File: src/rtl/seq_16_divider.sv
// seq_16_divider: restoring divider, one quotient bit per cycle, valid/ready on both sides.
// Define DIV_SIGNED_EN for two's-complement operands (adds one sign fix-up cycle).
module seq_16_divider #(
  parameter int WIDTH = 16
) (
  input  logic             clk,
  input  logic             rst,
  input  logic             in_valid,
  output logic             in_ready,
  input  logic [WIDTH-1:0] dividend,
  input  logic [WIDTH-1:0] divisor,
  output logic             out_valid,
  input  logic             out_ready,
  output logic [WIDTH-1:0] quotient,
  output logic [WIDTH-1:0] remainder,
  output logic             div_by_zero
);
  localparam int CW = $clog2(WIDTH + 1);
`ifdef DIV_SIGNED_EN
  localparam logic [CW-1:0] LAST = CW'(WIDTH);
`else
  localparam logic [CW-1:0] LAST = CW'(WIDTH - 1);
`endif
  typedef enum logic [1:0] {IDLE, CALC, DONE} state_t;
  state_t state, state_n;
  logic [WIDTH-1:0] quo, rem, dvs, a_mag, b_mag;
  logic [WIDTH:0] trial, diff;
  logic [CW-1:0] cnt;
  logic dbz, zero;
  assign zero = divisor == '0;
  // quo doubles as the dividend shift register: its MSB feeds the trial, the new quotient bit enters at the LSB
  assign trial = {rem, quo[WIDTH-1]};
  assign diff = trial - {1'b0, dvs};
`ifdef DIV_SIGNED_EN
  logic neg_q, neg_r;
  assign a_mag = dividend[WIDTH-1] ? -dividend : dividend;
  assign b_mag = divisor[WIDTH-1] ? -divisor : divisor;
`else
  assign a_mag = dividend;
  assign b_mag = divisor;
`endif
  assign in_ready = state == IDLE;
  assign out_valid = state == DONE;
  assign quotient = quo;
  assign remainder = rem;
  assign div_by_zero = dbz;
  always_ff @(posedge clk)
    state <= rst ? IDLE : state_n;
  always_comb begin
    state_n = state;
    if (state == IDLE && in_valid) state_n = zero ? DONE : CALC;
    else if (state == CALC && cnt == LAST) state_n = DONE;
    else if (state == DONE && out_ready) state_n = IDLE;
  end
  always_ff @(posedge clk) begin
    if (rst) begin
      quo <= '0;
      rem <= '0;
      dvs <= '0;
      cnt <= '0;
      dbz <= 1'b0;
`ifdef DIV_SIGNED_EN
      neg_q <= 1'b0;
      neg_r <= 1'b0;
`endif
    end else if (state == IDLE && in_valid) begin
      cnt <= '0;
      dbz <= zero;
      dvs <= b_mag;
      quo <= zero ? '1 : a_mag;
      rem <= zero ? dividend : '0;
`ifdef DIV_SIGNED_EN
      neg_q <= dividend[WIDTH-1] ^ divisor[WIDTH-1];
      neg_r <= dividend[WIDTH-1];
`endif
    end else if (state == CALC) begin
      cnt <= cnt + 1'b1;
`ifdef DIV_SIGNED_EN
      if (cnt == LAST) begin
        quo <= neg_q ? -quo : quo;
        rem <= neg_r ? -rem : rem;
      end else begin
        quo <= {quo[WIDTH-2:0], ~diff[WIDTH]};
        rem <= diff[WIDTH] ? trial[WIDTH-1:0] : diff[WIDTH-1:0];
      end
`else
      quo <= {quo[WIDTH-2:0], ~diff[WIDTH]};
      rem <= diff[WIDTH] ? trial[WIDTH-1:0] : diff[WIDTH-1:0];
`endif
    end
  end
endmodule

File: config.mk
export PLATFORM = sky130hd
export DESIGN_NAME = seq_16_divider
export DESIGN_NICKNAME = d
export VERILOG_FILES = /design/src/rtl/seq_16_divider.sv
export SDC_FILE = /design/constraint.sdc
export NUM_CORES = 1
export LEC_CHECK = 0
export ABC_AREA = 1
export CORE_AREA = 2 2 95 97
export CTS_CLUSTER_SIZE = 28
export DETAILED_ROUTE_END_ITERATION = 8
export DIE_AREA = 0 0 97 99
export HOLD_SLACK_MARGIN = 0.08
export PLACE_DENSITY = 0.67
export SYNTH_ARGS = -nofsm -noshare
export SYNTH_HDL_FRONTEND = slang
export SYNTH_SLANG_ARGS = --single-unit
File: constraint.sdc
create_clock -name clk -period 3.1 [get_ports clk]
set_input_delay 0.31 -clock clk [delete_from_list [all_inputs] [get_ports clk]]
set_output_delay 0.31 -clock clk [all_outputs]
set_load 0.1 [all_outputs]
==> results.toml, run 1 <==
[outcome]
status = "complete, no violations"

[timing]
fmax_ghz = 0.425
fin_skew_ns = 0.0130
finalWorstSetupSlack_ns = 0.745
finalSetupViolCount = 0
hold_violations = 0
tns_ns = 0
slew_viol_final = 0
rsz0062_at_grt = "false"
finalCritPeriodShare_pct = 76.0
period_minus_slack_ns = 2.36
max_slew_margin_pct = 34.2
tightest_slew_ns = 0.984

[detailed_routing]
avgRoutedWirePerCell_um = 13.5
postRouteAntennaNets = 0
met3_length_um = 415
first_pass_iters = 5
wl_mm = 10.1
vias = 3870
viasPerCell = 5.15
wl_met2_mm = 4.81
top_layer = "met4"
wl_met1_mm = 4.75
initialDrtViolationCount = 204
drc = 0

[setup_path]
cp_slowest_cell = "fa_1"
crit_path_end_kind = "register"
cp.required_ns = 3.31
max_stage_delay_ns = 0.41
cp_max_fo = 10
crit_arrival_ns = 2.56
crit_type = "register to register"
start_kind = "register"
crit_chain = "inv_1 > ha_1 > fa_1 > inv_1 > nand2_1 > nand2_1 > nand3_2 > nand2_2 > nand2_4 > nand2_4 > nand2_4 > nand2_4 > nand2_1 > nand3_1 > a21oi_2"
crit_top_cell = "nand2_4"

[clock_network]
htreeDepth = 2
post_cts_resize_count = 0
cts_setup_buffers = 0
clockBufferDepth = 2
clk_latency_ns = 0.32
path_clk_slew_ns = 0.12
cts_tree = "built"
ctsHoldBuffers = 0
cts_buffers = 5
numClockSinks = 56
root_buffer = "clkbuf_8"

[grt]
first_global_vias = 3577
grt_overflow = 0
antenna_found_initial = 0
grt_start_max_net_pins = 51
grt_pass1_wl_mm = 16.9
grtUsageTotal_pct = 21.1

[synthesis]
synth-compound-area-share_pct = 21.1
synth_top_cell_by_area = "dfxtp_1"
synth_area_sq_mm = 0.00378
synth_area_leaders = "dfxtp_1 30%, nand2_1 13%, a21oi_1 9.7%"
synth_xor_area_share_pct = 0.927
synth_cell_types = 36
async_flop_share_pct = 0
synth_edf_count = 0
synth_nets = 638
synth_most_common_cell = "nand2_1"
yosys-top-cells-count = "129 x nand2_1, 97 x inv_1, 73 x a21oi_1, 56 x dfxtp_1, 48 x nand3_1"
synth-seq-cells = 56
synth_top_family_by_area = "simple AND/OR/NAND/NOR gates"
synth_warnings = 0
synth_top_area_share_pct = 29.7
seq_area_frac_synth_pct = 29.7
synthCells = 583
synth_mux_area_share_pct = 0
synthSimpleGateAreaFrac_pct = 28.7
syn_avg_cell_area_sq_um = 6.48
synthAdderAreaFrac_pct = 6.49
synthFlopType = "dfxtp_1"

[final_layout]
multi_input_area_sq_mm = 0.00216
drive_gt1_share_pct = 9.64
nets = 697
postLayoutCellArea_sq_mm = 0.00456
fillers = 849
areaGrowthSynthToFinish_pct = 20.7
seq_area_sq_mm = 0.00112
antenna_cells = 0

[floorplanning]
die_w_um = 97
die_h_um = 99
num_rows = 34
start_util_pct = 44.2
die_area_sq_mm = 0.00960
core_sq_mm = 0.00855
top_level_ports = 71

[place]
place_ws_ns = 0.797
place_hpwl_mm = 7.83
place_congestion = 0.879
portBuffers = 70
dpl_cell_area_sq_mm = 0.00447

[pwr]
worst_ir_drop_vdd_mv = 0.378
power_uw = 3360
cellPowerDensity_mw_per_mm2 = 736
p_leak_uw = 0.00218

[run]
maxCapViolCount = 0

[worst_hold_path]
min_path_type = "register to register"
## sequential cells by signal (all words and copies together), names as in the netlist
name / count
cnt: 5
div_by_zero: 1
dvs: 16
quotient: 16
remainder: 16
state: 2
## kinds of logic after synthesis
| logic type | Yosys count |
|---|---|
| flops | 56 |
| simple gates | 236 |
| buf+inv | 121 |
| xor+xnor | 4 |
| compound gates | 147 |
| fa+ha+maj | 19 |
## critical path, delay by kind of cell, from the launching register on
family                   cells  cell delay, ns
AO/OA/AOI/OAI                1            0.06
adder cells (fa/ha/maj)      2            0.65
buffers and inverters        2            0.19
flip-flops                   1            0.39
AND/OR/NAND/NOR             10            0.94
## metal layers
layer / vias to the layer above / global-route usage, %
met5: - / 0
met4: 0 / 6.07
met3: 15 / 2.77
met2: 104 / 35.9
met1: 1744 / 28.0
li1: 2007 / -
## worst paths after layout
path | from | end | slack (ns) | cells past startpoint
min reg2reg | dvs[11] | dvs[11] | 0.47 | 2
min | dvs[11] | dvs[11] | 0.47 | 2
max | quotient[15] | remainder[0] | 0.74 | 15
max reg2reg | quotient[15] | remainder[0] | 0.74 | 15
## power breakdown
group | total, uW | switching [uW] | internal [uW]
Clock | 439 | 273 | 166
Combinational | 2020 | 1410 | 606
Sequential | 901 | 92.9 | 808
Total | 3360 | 1780 | 1580
## placed cells by master (no fill, tap or decap), drive strengths merged
master and n:
a21oi 79, a31oi 1, and2 2, buf 21
clkbuf 5, clkdlybuf4s50 51, clkinvlp 1, dfxtp 56
fa 1, ha 18, inv 103, nand2 143
nand3 51, nand4 2, nor2 31, nor3 5
o211ai 1, o21a 1, o21ai 50, o221ai 1
o22ai 14, or2 2, xnor2 2, xor2 2
## final cells by class
| type | instances | share of cell area (%) |
|---|---|---|
| clock buffers | 5 | 1.51 |
| clock inverters | 3 | 0.549 |
| inverters | 101 | 8.32 |
| multi-input cells | 406 | 47.4 |
| flip-flops and latches | 56 | 24.6 |
| well taps | 108 | 2.96 |
| repair buffers | 72 | 14.7 |
## metrics by stage
stage	hold WS, ns	std cells	utilization (%)
after floorplan	0.379	583	-
after global placement	0.446	743	52.2
after detailed placement	0.451	743	52.2
after CTS	0.468	751	53.3
after global routing	0.495	751	53.3
final	0.468	751	53.3
Power figures use the tool's default switching activity.
==> run 2: changes to the inputs <==
--- a/config.mk
+++ b/config.mk
@@ -11,7 +11,7 @@
 export DETAILED_ROUTE_END_ITERATION = 8
 export DIE_AREA = 0 0 97 99
 export HOLD_SLACK_MARGIN = 0.08
-export PLACE_DENSITY = 0.67
+export PLACE_DENSITY = 0.7
 export SYNTH_ARGS = -nofsm -noshare
 export SYNTH_HDL_FRONTEND = slang
 export SYNTH_SLANG_ARGS = --single-unit
==> constraint.sdc (replaced) <==
create_clock -name clk -period 2.1 [get_ports clk]
set_input_delay 0.21 -clock clk [delete_from_list [all_inputs] [get_ports clk]]
set_output_delay 0.21 -clock clk [all_outputs]
set_load 0.1 [all_outputs]
==> run 2 against run 1 <==
Compared with the run above:
- register-to-register slack worse by 0.72 ns
- setup slack worse by 0.72 ns
- first-iteration DRC count is 26% lower
- core utilization is 4.8 points higher
- sequential share of layout area is 1.5 points lower
- largest power group unchanged
- critical path depth is 1 lower
- via count is 4.8% higher
- power is 64% higher
- worst hold slack worse by 0.024 ns
- sequential power is 50% higher
- critical endpoint is now remainder[1]
==> results.toml, run 2 (same netlist as run 1, synthesis figures left out) <==
[outcome]
status = "complete, no violations"

[timing]
tightest_slew_ns = 0.545
finalCritPeriodShare_pct = 98.7
max_slew_margin_pct = 63.3
slew_viol_final = 0
fmax_ghz = 0.483
rsz0062_at_grt = "true"
hold_violations = 0
fin_skew_ns = 0.00936
finalSetupViolCount = 0
period_minus_slack_ns = 2.07

[pwr]
p_sw_uw = 2950
power_uw = 5510
swShare_pct = 53.5
clkPwrFrac_pct = 11.9
seqPwrFrac_pct = 24.5
p_comb_share_pct = 63.6
p_leak_uw = 0.00236
worst_ir_drop_vdd_mv = 0.556
p_int_uw = 2560
cellPowerDensity_mw_per_mm2 = 1110

[clock_network]
numClockSinks = 56
clockBufferDepth = 2
ctsHoldBuffers = 0
path_clk_slew_ns = 0.12
cts_tree = "built"
cts_buffers = 5
root_buffer = "clkbuf_8"
clk_latency_ns = 0.32
htreeDepth = 2

[setup_path]
reg2reg_depth = 14
crit_end = "remainder[1]"
start_kind = "register"
crit_chain = "inv_4 > ha_4 > fa_2 > inv_2 > nand2_2 > nand2_4 > nand3_4 > nand2_4 > nand2_8 > buf_4 > nand3_2 > nand3_1 > nand3_2 > a21oi_2"
cp.required_ns = 2.32
crit_path_start = "quotient[15]"
r2r_start = "quotient[15]"
cp_slowest_cell = "dfxtp_4"
crit_type = "register to register"
max_stage_delay_ns = 0.38
worstReg2RegEnd = "remainder[1]"
crit_path_end_kind = "register"
r2r_slack_ns = 0.03
crit_arrival_ns = 2.29
cp_max_fo = 5

[detailed_routing]
drc = 0
avgRoutedWirePerCell_um = 14.2
postRouteAntennaNets = 0
viasPerCell = 5.25
first_pass_iters = 4
vias = 4056
wl_mm = 11.0
initialDrtViolationCount = 150

[floorplanning]
num_rows = 34
start_util_pct = 44.2
die_h_um = 99
die_w_um = 97
die_area_sq_mm = 0.00960
top_level_ports = 71
core_sq_mm = 0.00855

[grt]
antenna_found_initial = 0
grt_overflow = 0
grtUsageTotal_pct = 21.9
grt_pass1_wl_mm = 17.4
grt_start_max_net_pins = 48
first_global_vias = 3719

[place]
place_hpwl_mm = 8.25
dpl_cell_area_sq_mm = 0.00460
portBuffers = 70
place_congestion = 0.928

[worst_hold_path]
min_path_type = "input pin to register"

[final_layout]
final_common_cell = "nand2_1"
areaGrowthSynthToFinish_pct = 31.5
postLayoutCellArea_sq_mm = 0.00497
fillers = 810
drive_gt1_share_pct = 22.4
nets = 718
final_cell_mix = "118 x nand2_1, 95 x inv_1, 68 x a21oi_1, 53 x buf_4, 47 x o21ai_0"
antenna_cells = 0

[run]
maxCapViolCount = 0
-- run 2: cell types whose count changed in the layout (fill, tap and decap cells not counted), moves of 7 or more --
cell	before	now
dfxtp_2	0	13
buf_4	21	53
clkdlybuf4s50_1	51	35
nand2_2	8	16
dfxtp_1	56	40
nand3_1	48	34
nand2_8	0	7
nand3_2	1	15
nand2_1	129	118
-- run 2: power groups by stage --
| stage | Combinational [uW] | Clock [uW] | Sequential (uW) |
|---|---|---|---|
| final | 3510 | 656 | 1350 |
| after global routing | 3810 | 716 | 1370 |
| after CTS | 3050 | 666 | 1340 |
| after detailed placement | 3040 | 0 | 1370 |
| after global placement | 2990 | 0 | 1370 |
| after floorplan | 1670 | 0 | 2040 |
-- run 2: how the worst min path moves through the flow --
| stage | endpoint | depth (start not counted) | slack, ns | startpoint |
|---|---|---|---|---|
| 2_1_floorplan | div_by_zero | 1 | 0.28 | rst |
| 3_3_place_gp | dvs[3] | 2 | 0.45 | dvs[3] |
| 3_5_place_dp | dvs[2] | 2 | 0.45 | dvs[2] |
| 4_1_cts | dvs[0] | 3 | 0.44 | divisor[0] |
| 5_1_grt | dvs[0] | 3 | 0.45 | divisor[0] |
| 6_report | dvs[0] | 3 | 0.44 | divisor[0] |
-- run 2: critical path, delay by kind of cell (launching register included) --
family	cells	cell delay, ns
compound gates	1	0.05
simple gates	8	0.77
flops	1	0.38
fa+ha+maj	2	0.50
buf+inv	3	0.29
-- run 2: cell type report --
class	instances	area [sq um]	share of cell area (%)
Tap cell	108	135	2.72
Clock inverter	3	25.0	0.504
Multi-Input combinational cell	409	2420	48.7
Clock buffer	5	68.8	1.39
Timing Repair Buffer	90	788	15.9
Inverter	101	382	7.68
Sequential cell	56	1150	23.1
-- run 2: repair_timing --
item                       in CTS  in global routing
gates resized for setup         0                 42
setup endpoints to repair       0                 17
buffers inserted                0                  3
-- run 2: stage by stage --
stage	hold slack (ns)	TNS [ns]	instances	setup WS [ns]	utilization (%)
6_report	0.443	0	772	0.0282	58.1
3_3_place_gp	0.448	0	758	0.0847	53.8
5_1_grt	0.450	-0.937	772	-0.0936	58.1
2_1_floorplan	0.279	-0.680	583	-0.0807	-
3_5_place_dp	0.454	0	758	0.0190	53.8
4_1_cts	0.441	0	766	0.00281	54.9
-- run 2: layer usage --
| layer | vias up | part of all wire (%) | GRT usage (%) |
|---|---|---|---|
| li1 | 2061 | - | - |
| met1 | 1877 | 47 | 29.1 |
| met2 | 101 | 47 | 37.7 |
| met3 | 17 | 4.3 | 3.12 |
| met4 | 0 | 2.1 | 5.63 |
| met5 | - | 0 | 0 |
==> run 3: changes to the inputs <==
--- a/config.mk
+++ b/config.mk
@@ -12,6 +12,7 @@
 export DIE_AREA = 0 0 97 99
 export HOLD_SLACK_MARGIN = 0.08
 export PLACE_DENSITY = 0.7
+export SLEW_MARGIN = 20
 export SYNTH_ARGS = -nofsm -noshare
 export SYNTH_HDL_FRONTEND = slang
 export SYNTH_SLANG_ARGS = --single-unit
==> results of run 3 <==
No change in the layout: final DEF, timing and power equal those of run 2.
